**src/rtl/keccak_squeezer.sv**
```systemverilog
// Streams the first DIGEST_BITS bits of a permuted Keccak state out as 64-bit lanes.
// Handshake: a word moves on a rising edge where out_valid and out_ready are both 1.
module keccak_squeezer #(
    parameter int DIGEST_BITS = 512,
    parameter bit BYTE_SWAP   = 1'b0
) (
    input  logic          clk,
    input  logic          rst_n,
    input  logic [1599:0] state_in,
    input  logic          state_valid,
    output logic          state_ready,
    input  logic          flush,
    output logic [63:0]   out_data,
    output logic          out_valid,
    input  logic          out_ready,
    output logic          out_last,
    output logic          busy
);

    localparam int NW = DIGEST_BITS / 64;
    localparam int CW = (NW > 1) ? $clog2(NW) : 1;
    localparam logic [CW-1:0] LAST_CNT = CW'(NW - 1);

    generate
        if ((DIGEST_BITS % 64) != 0 || DIGEST_BITS < 64 || DIGEST_BITS > 1088) begin : g_bad_digest
            $error("keccak_squeezer: DIGEST_BITS must be a multiple of 64 in 64..1088");
        end
    endgenerate

    typedef enum logic {IDLE, SEND} state_t;

    state_t                 state, state_nx;
    logic [CW-1:0]          cnt, cnt_nx;
    logic [DIGEST_BITS-1:0] hold, hold_nx;
    logic [63:0]            word, word_swapped;
    logic                   xfer;

    // Lanes beyond the digest never leave the block.
    logic unused_upper;
    assign unused_upper = ^state_in[1599:DIGEST_BITS];

    always_ff @(posedge clk or negedge rst_n) begin
        if (!rst_n) begin
            state <= IDLE;
            cnt   <= '0;
            hold  <= '0;
        end else begin
            state <= state_nx;
            cnt   <= cnt_nx;
            hold  <= hold_nx;
        end
    end

    always_comb begin
        state_nx = state;
        cnt_nx   = cnt;
        hold_nx  = hold;
        xfer     = (state == SEND) && out_ready;
        case (state)
            IDLE: begin
                if (state_valid) begin
                    hold_nx  = state_in[DIGEST_BITS-1:0];
                    cnt_nx   = '0;
                    state_nx = SEND;
                end
            end
            SEND: begin
                if (xfer) begin
                    if (cnt == LAST_CNT) begin
                        state_nx = IDLE;
                        cnt_nx   = '0;
                    end else begin
                        hold_nx = hold >> 64;
                        cnt_nx  = cnt + CW'(1);
                    end
                end
            end
            default: state_nx = IDLE;
        endcase
        // Abort wins over both capture and transfer; hold is left as it was.
        if (flush) begin
            state_nx = IDLE;
            cnt_nx   = '0;
            hold_nx  = hold;
        end
    end

    always_comb begin
        word = hold[63:0];
        word_swapped = '0;
        for (int b = 0; b < 8; b++) begin
            word_swapped[8*b +: 8] = word[56-8*b +: 8];
        end
    end

    assign out_valid   = (state == SEND);
    assign busy        = (state == SEND);
    assign state_ready = (state == IDLE);
    assign out_last    = (state == SEND) && (cnt == LAST_CNT);
    assign out_data    = (state == SEND) ? (BYTE_SWAP ? word_swapped : word) : 64'h0;

endmodule

```
**config.mk**
```make
export PLATFORM = sky130hd
export DESIGN_NAME = keccak_squeezer
export DESIGN_NICKNAME = d
export VERILOG_FILES = /design/src/rtl/keccak_squeezer.sv
export SDC_FILE = /design/constraint.sdc
export NUM_CORES = 1
export LEC_CHECK = 0
export BUFFER_PORTS_ARGS = -buffer_cell sky130_fd_sc_hd__clkbuf_2
export CAP_MARGIN = 20
export CORE_AREA = 5 5 653 655
export DETAILED_ROUTE_END_ITERATION = 8
export DIE_AREA = 0 0 658 660
export PLACE_DENSITY_LB_ADDON = 0.05
export RECOVER_POWER = 50
export SETUP_SLACK_MARGIN = 0.02
export SYNTH_ARGS = -nofsm -noshare
export SYNTH_HDL_FRONTEND = slang
export SYNTH_SLANG_ARGS = --single-unit
```
**constraint.sdc**
```tcl
create_clock -name clk -period 2.4 [get_ports clk]
set_input_delay 0.6 -clock clk [delete_from_list [all_inputs] [get_ports clk]]
set_output_delay 0.6 -clock clk [all_outputs]
set_load 0.01 [all_outputs]
```
Yosys cells after proc, flatten, opt, wreduce, memory -nomap -nowiden:

Index checks and enable logic that the tools add are counted.
Widths: inputs -> output; s select.

* register bits after elaboration: 516
* output and inout bits: 68
* logic and storage cells: 31

* add/subtract/negate cells: 1
* eq/ne operators: 6
* multiplexer cells: 15
* bitwise logic cells: 2
* reduce and logical (&&, ||, !) cells: 4

Operator list (number)
* $mux 512: 3
* $pmux 512 s2: 1
* $mux 64: 1
* $mux 3: 4
* $ne 3x2->1 const B: 2
* $pmux 3 s2: 1
* $mux 1: 4
* $ne 2x2->1 const B: 2
* $reduce_and 4->1: 1
* $add 3x1->3 const B: 1
* $eq 3x3->1 const B: 1
* $logic_and 1x1->1: 2
* $ne 2x1->1 const B: 1
* $not 1->1: 2
* $pmux 1 s2: 1
* $reduce_and 2->1: 1

Logic depth before layout (Yosys ltp):

* depth after elaboration: 5
* mapped depth: 7
* depth with buffers taken out: 5

Worst setup path after synthesis:

No wires, ideal clock.

* path kind: register to output
* start point: reg state, in the netlist busy
* end point: out out_data[53]
* arrival: 1.593 ns
* setup slack: 0.207 ns
* cell stages (with the launch flop): 7
* path buffers: 5
* cells stage by stage: dfrtp_1 buf_2 buf_2 buf_2 clkbuf_1 clkbuf_1 and2_1

* word-level cells in the longest chain between the ends: 1

RTL lines
* start, declared: RTL line 32 `state_t state, state_nx;`
* start signal, assigned: RTL line 48 `state <= state_nx;`
* $mux 64: RTL line 100 `assign out_data = (state == SEND) ? (BYTE_SWAP ? word_swapped : word) : 64'h0;`
* end, declared: RTL line 13 `output logic [63:0] out_data,`

Every way passes these cells.

Final worst setup path:

* start point: reg state, in the netlist busy
* end point: out out_data[5]

The elaborated chain is that of the path after synthesis.

==> impl_metrics.csv <==
group,metric,value,unit
logic_synthesis,ys_types,18,
clock_network,cts_max_path_buffers,4,
routing,drc,0,
timing,finalHoldViolCount,0,
logic_synthesis,async_flop_share,100,%
die,fp.dieH,660,um
die,die_area,434000,um2
timing,rsz0062_at_grt,"yes",
status,failed_checks,"capacitance limit, slew limit, setup timing",
logic_synthesis,ys_ff_latch,516,
pwr,peakVddDrop,0.519,mV
final_layout,instances_no_fill,8161,
routing,ant_nets,0,
pwr,leakage,16.1,nW
timing,timing.fmax,374,MHz
logic_synthesis,synth.cell_area,25500,um2
logic_synthesis,synth_cells,1747,
run,cap_viol_max_count,1,
clock_network,cts_tree,"done",
final_layout,fin_nets,4140,
global_route,antenna_found_initial,153,
routing,routed_wirelength,148000,um
final_layout,postLayoutCoreUtil,9.79,%
final_layout,syn2layout_area_growth,60.7,%
clock_network,cts_sinks,516,
die,row_count,238,
timing,relSlewSlack,-26.0,%
critical_path,worst-r2r-setup-slack,0.15,ns
critical_path,crit_path_max_fanout,7,
pwr,p_per_area,808,nW/um2
global_route,grt_max_degree,81,
critical_path,crit_start,"busy$_DFF_PN0_",
placed_design,port_buffers,584,
timing,fin_crit_sh,111,%
critical_path,required,1.80,ns
global_route,grt_pass1_vias,20200,
critical_path,crit_type,"flop to primary output",
logic_synthesis,yosys_warnings,0,
timing,worst_slack,-0.274,ns
critical_path,crit_top_cell,"buf_16",
critical_path,setup.worst_path.end_class,"primary output",
clock_network,ctsRootBufferMaster,"clkbuf_16",
clock_network,cts_buffers,94,
critical_path,critical_path.top_delay_family,"buffers and inverters",
hold_path,min-delay-start,"state_in[198]",
critical_path,slowest_stage,"dfrtp_4",
clock_network,clk_latency,0.84,ns
logic_synthesis,ys_seq_area_share,50.6,%
routing,wl_per_cell,18.1,um
critical_path,start_kind,"flop",
clock_network,htree_num_levels,3,
critical_path,worstPathArrival,2.07,ns
placed_design,place_area,35900,um2
timing,slew_violations,14,
clock_network,clk_pin_slew_worst_paths,0.06,ns
timing,period_needed,2.67,ns
routing,firstDrtPassIters,4,
timing,worstMarginPinSlew,1.89,ns
timing,setup_viol,292,
global_route,overflow,0,
global_route,grt_pass1_wl,196000,um
die,die_w,658,um
hold_path,hold_path_class,"input port to flop",
critical_path,slowest_delay,0.55,ns
final_layout,drive_above_1_share,74.0,%
status,outcome,"finished, violations left",
final_layout,stdcell_area,41000,um2
placed_design,gp_congestion,0.630,
critical_path,crit_chain,"buf_16 -> buf_16 -> buf_16 -> and2_4 -> buf_6",
logic_synthesis,synth_edf_count,0,
critical_path,r2r-start,"busy$_DFF_PN0_",
routing,routed_via_density,2.13,
logic_synthesis,avgSynthCellArea,14.6,um2
die,initial_core_util,6.09,%
die,coreArea,419000,um2
die,io-pin-count,1673,
logic_synthesis,syn_nets,3354,
routing,initialDrtViolationCount,461,
routing,vias,17400,
timing,fin_skew,0.0939,ns
logic_synthesis,yosys_most_used_dff,"dfrtp_1",
placed_design,hpwl,107000,um
global_route,grtUsageTotal,6.66,%
placed_design,place_inst,7838,
critical_path,worst-path-buf-inv,4,
-- layout make-up --
| class | count | area, um2 |
|---|---|---|
| fillers | 48000 | 378000 |
| diodes | 56 | 140 |
| flip-flops and latches | 516 | 12900 |
| well taps | 5520 | 6910 |
| inverters | 2 | 12.5 |
| multi-input cells | 1107 | 11900 |
| clock buffers | 136 | 2710 |
| repair buffers | 812 | 6250 |
| clock inverters | 12 | 171 |
-- layout by cell type (no fill, tap or decap), types with 15 or more instances in the layout --
cell / n
dfrtp_1: 515
mux2_2: 962
diode_2: 56
clkbuf_16: 99
bufbuf_16: 15
clkbuf_8: 23
dlygate4sd3_1: 48
clkbuf_1: 23
nor2b_1: 65
buf_6: 31
buf_12: 35
clkbuf_2: 538
buf_4: 107
and2_4: 57
-- cells by family (layout without fill, tap and decap cells) --
family / count (synthesis) / count (layout) / share of synthesized area [%]
flip-flops: 516 / 516 / 50.6
adder cells (fa/ha/maj): 2 / 2 / 0.0980
multiplexers: 962 / 962 / 42.4
AND/OR/NAND/NOR: 138 / 138 / 3.36
AO/OA/AOI/OAI: 5 / 5 / 0.142
buffers and inverters: 124 / 962 / 3.38
other: 0 / 56 / 0
-- flip-flops by register name, indices dropped and copies added (netlist names) --
signal  count
hold      512
cnt         3
busy        1
-- synth_stat cells (2+ instances only) --
| master | instances | area [um2] |
|---|---|---|
| and2_1 | 65 | 407 |
| nor2b_1 | 65 | 407 |
| a22oi_1 | 2 | 15.0 |
| dfrtp_1 | 516 | 12900 |
| nor2_1 | 4 | 15.0 |
| ha_1 | 2 | 25.0 |
| buf_4 | 6 | 45.0 |
| nor3_1 | 2 | 10.0 |
| mux2_2 | 962 | 10800 |
| buf_6 | 48 | 541 |
| inv_1 | 2 | 7.51 |
| clkbuf_1 | 57 | 214 |
| buf_2 | 11 | 55.1 |
-- what timing repair did --
item | in CTS | in global routing
pin swaps | 1 | 2
setup buffers | 47 | 7
setup endpoints to repair | 78 | 139
hold buffers | 48 | 0
endpoints found under the hold margin | 236 | 0
resized for setup | 141 | 69
gates cloned | 21 | 0
-- report_power, final --
part / internal [W] / switching [W] / total (W) / leakage, nW
combinational: 0.00438 / 0.00265 / 0.00703 / 8.53
clock: 0.00803 / 0.00538 / 0.0134 / 1.42
sequential: 0.0113 / 0.00144 / 0.0127 / 6.15
-- routing by layer --
layer	part of all wire (%)	track usage, %
met4	2.5	1.60
met5	0.36	0
met2	43	10.2
met3	8.7	2.53
met1	45	8.77
-- metrics by stage --
| step | hold WS, ns | power (W) | TNS, ns | setup slack, ns |
|---|---|---|---|---|
| after floorplan | 0.304 | 0.0165 | 0 | 0.207 |
| after global placement | 0.482 | 0.0196 | -0.0343 | -0.00559 |
| after detailed placement | 0.487 | 0.0195 | 0 | 0.0249 |
| after CTS | 0.000105 | 0.0347 | -25.48 | -0.444 |
| after global routing | 0.0505 | 0.0355 | -106.91 | -0.415 |
| final | 0.129 | 0.0332 | -29.03 | -0.274 |
-- worst paths after layout --
| kind | cells after the start | to |
|---|---|---|
| min in group asynchronous | 2 | hold[376]$_DFFE_PN0P_ |
| max in group asynchronous | 4 | hold[81]$_DFFE_PN0P_ |
| setup reg to reg | 7 | hold[150]$_DFFE_PN0P_ |
| hold reg to reg | 1 | hold[263]$_DFFE_PN0P_ |
| hold / removal | 3 | hold[198]$_DFFE_PN0P_ |
| setup / recovery | 5 | out_data[5] |
-- tightest hold or removal path, cell delays in order --
cell and delay, ns:
clkbuf_2 0.07, mux2_2 0.13, mux2_2 0.13
(Power assumes the default switching activity.)
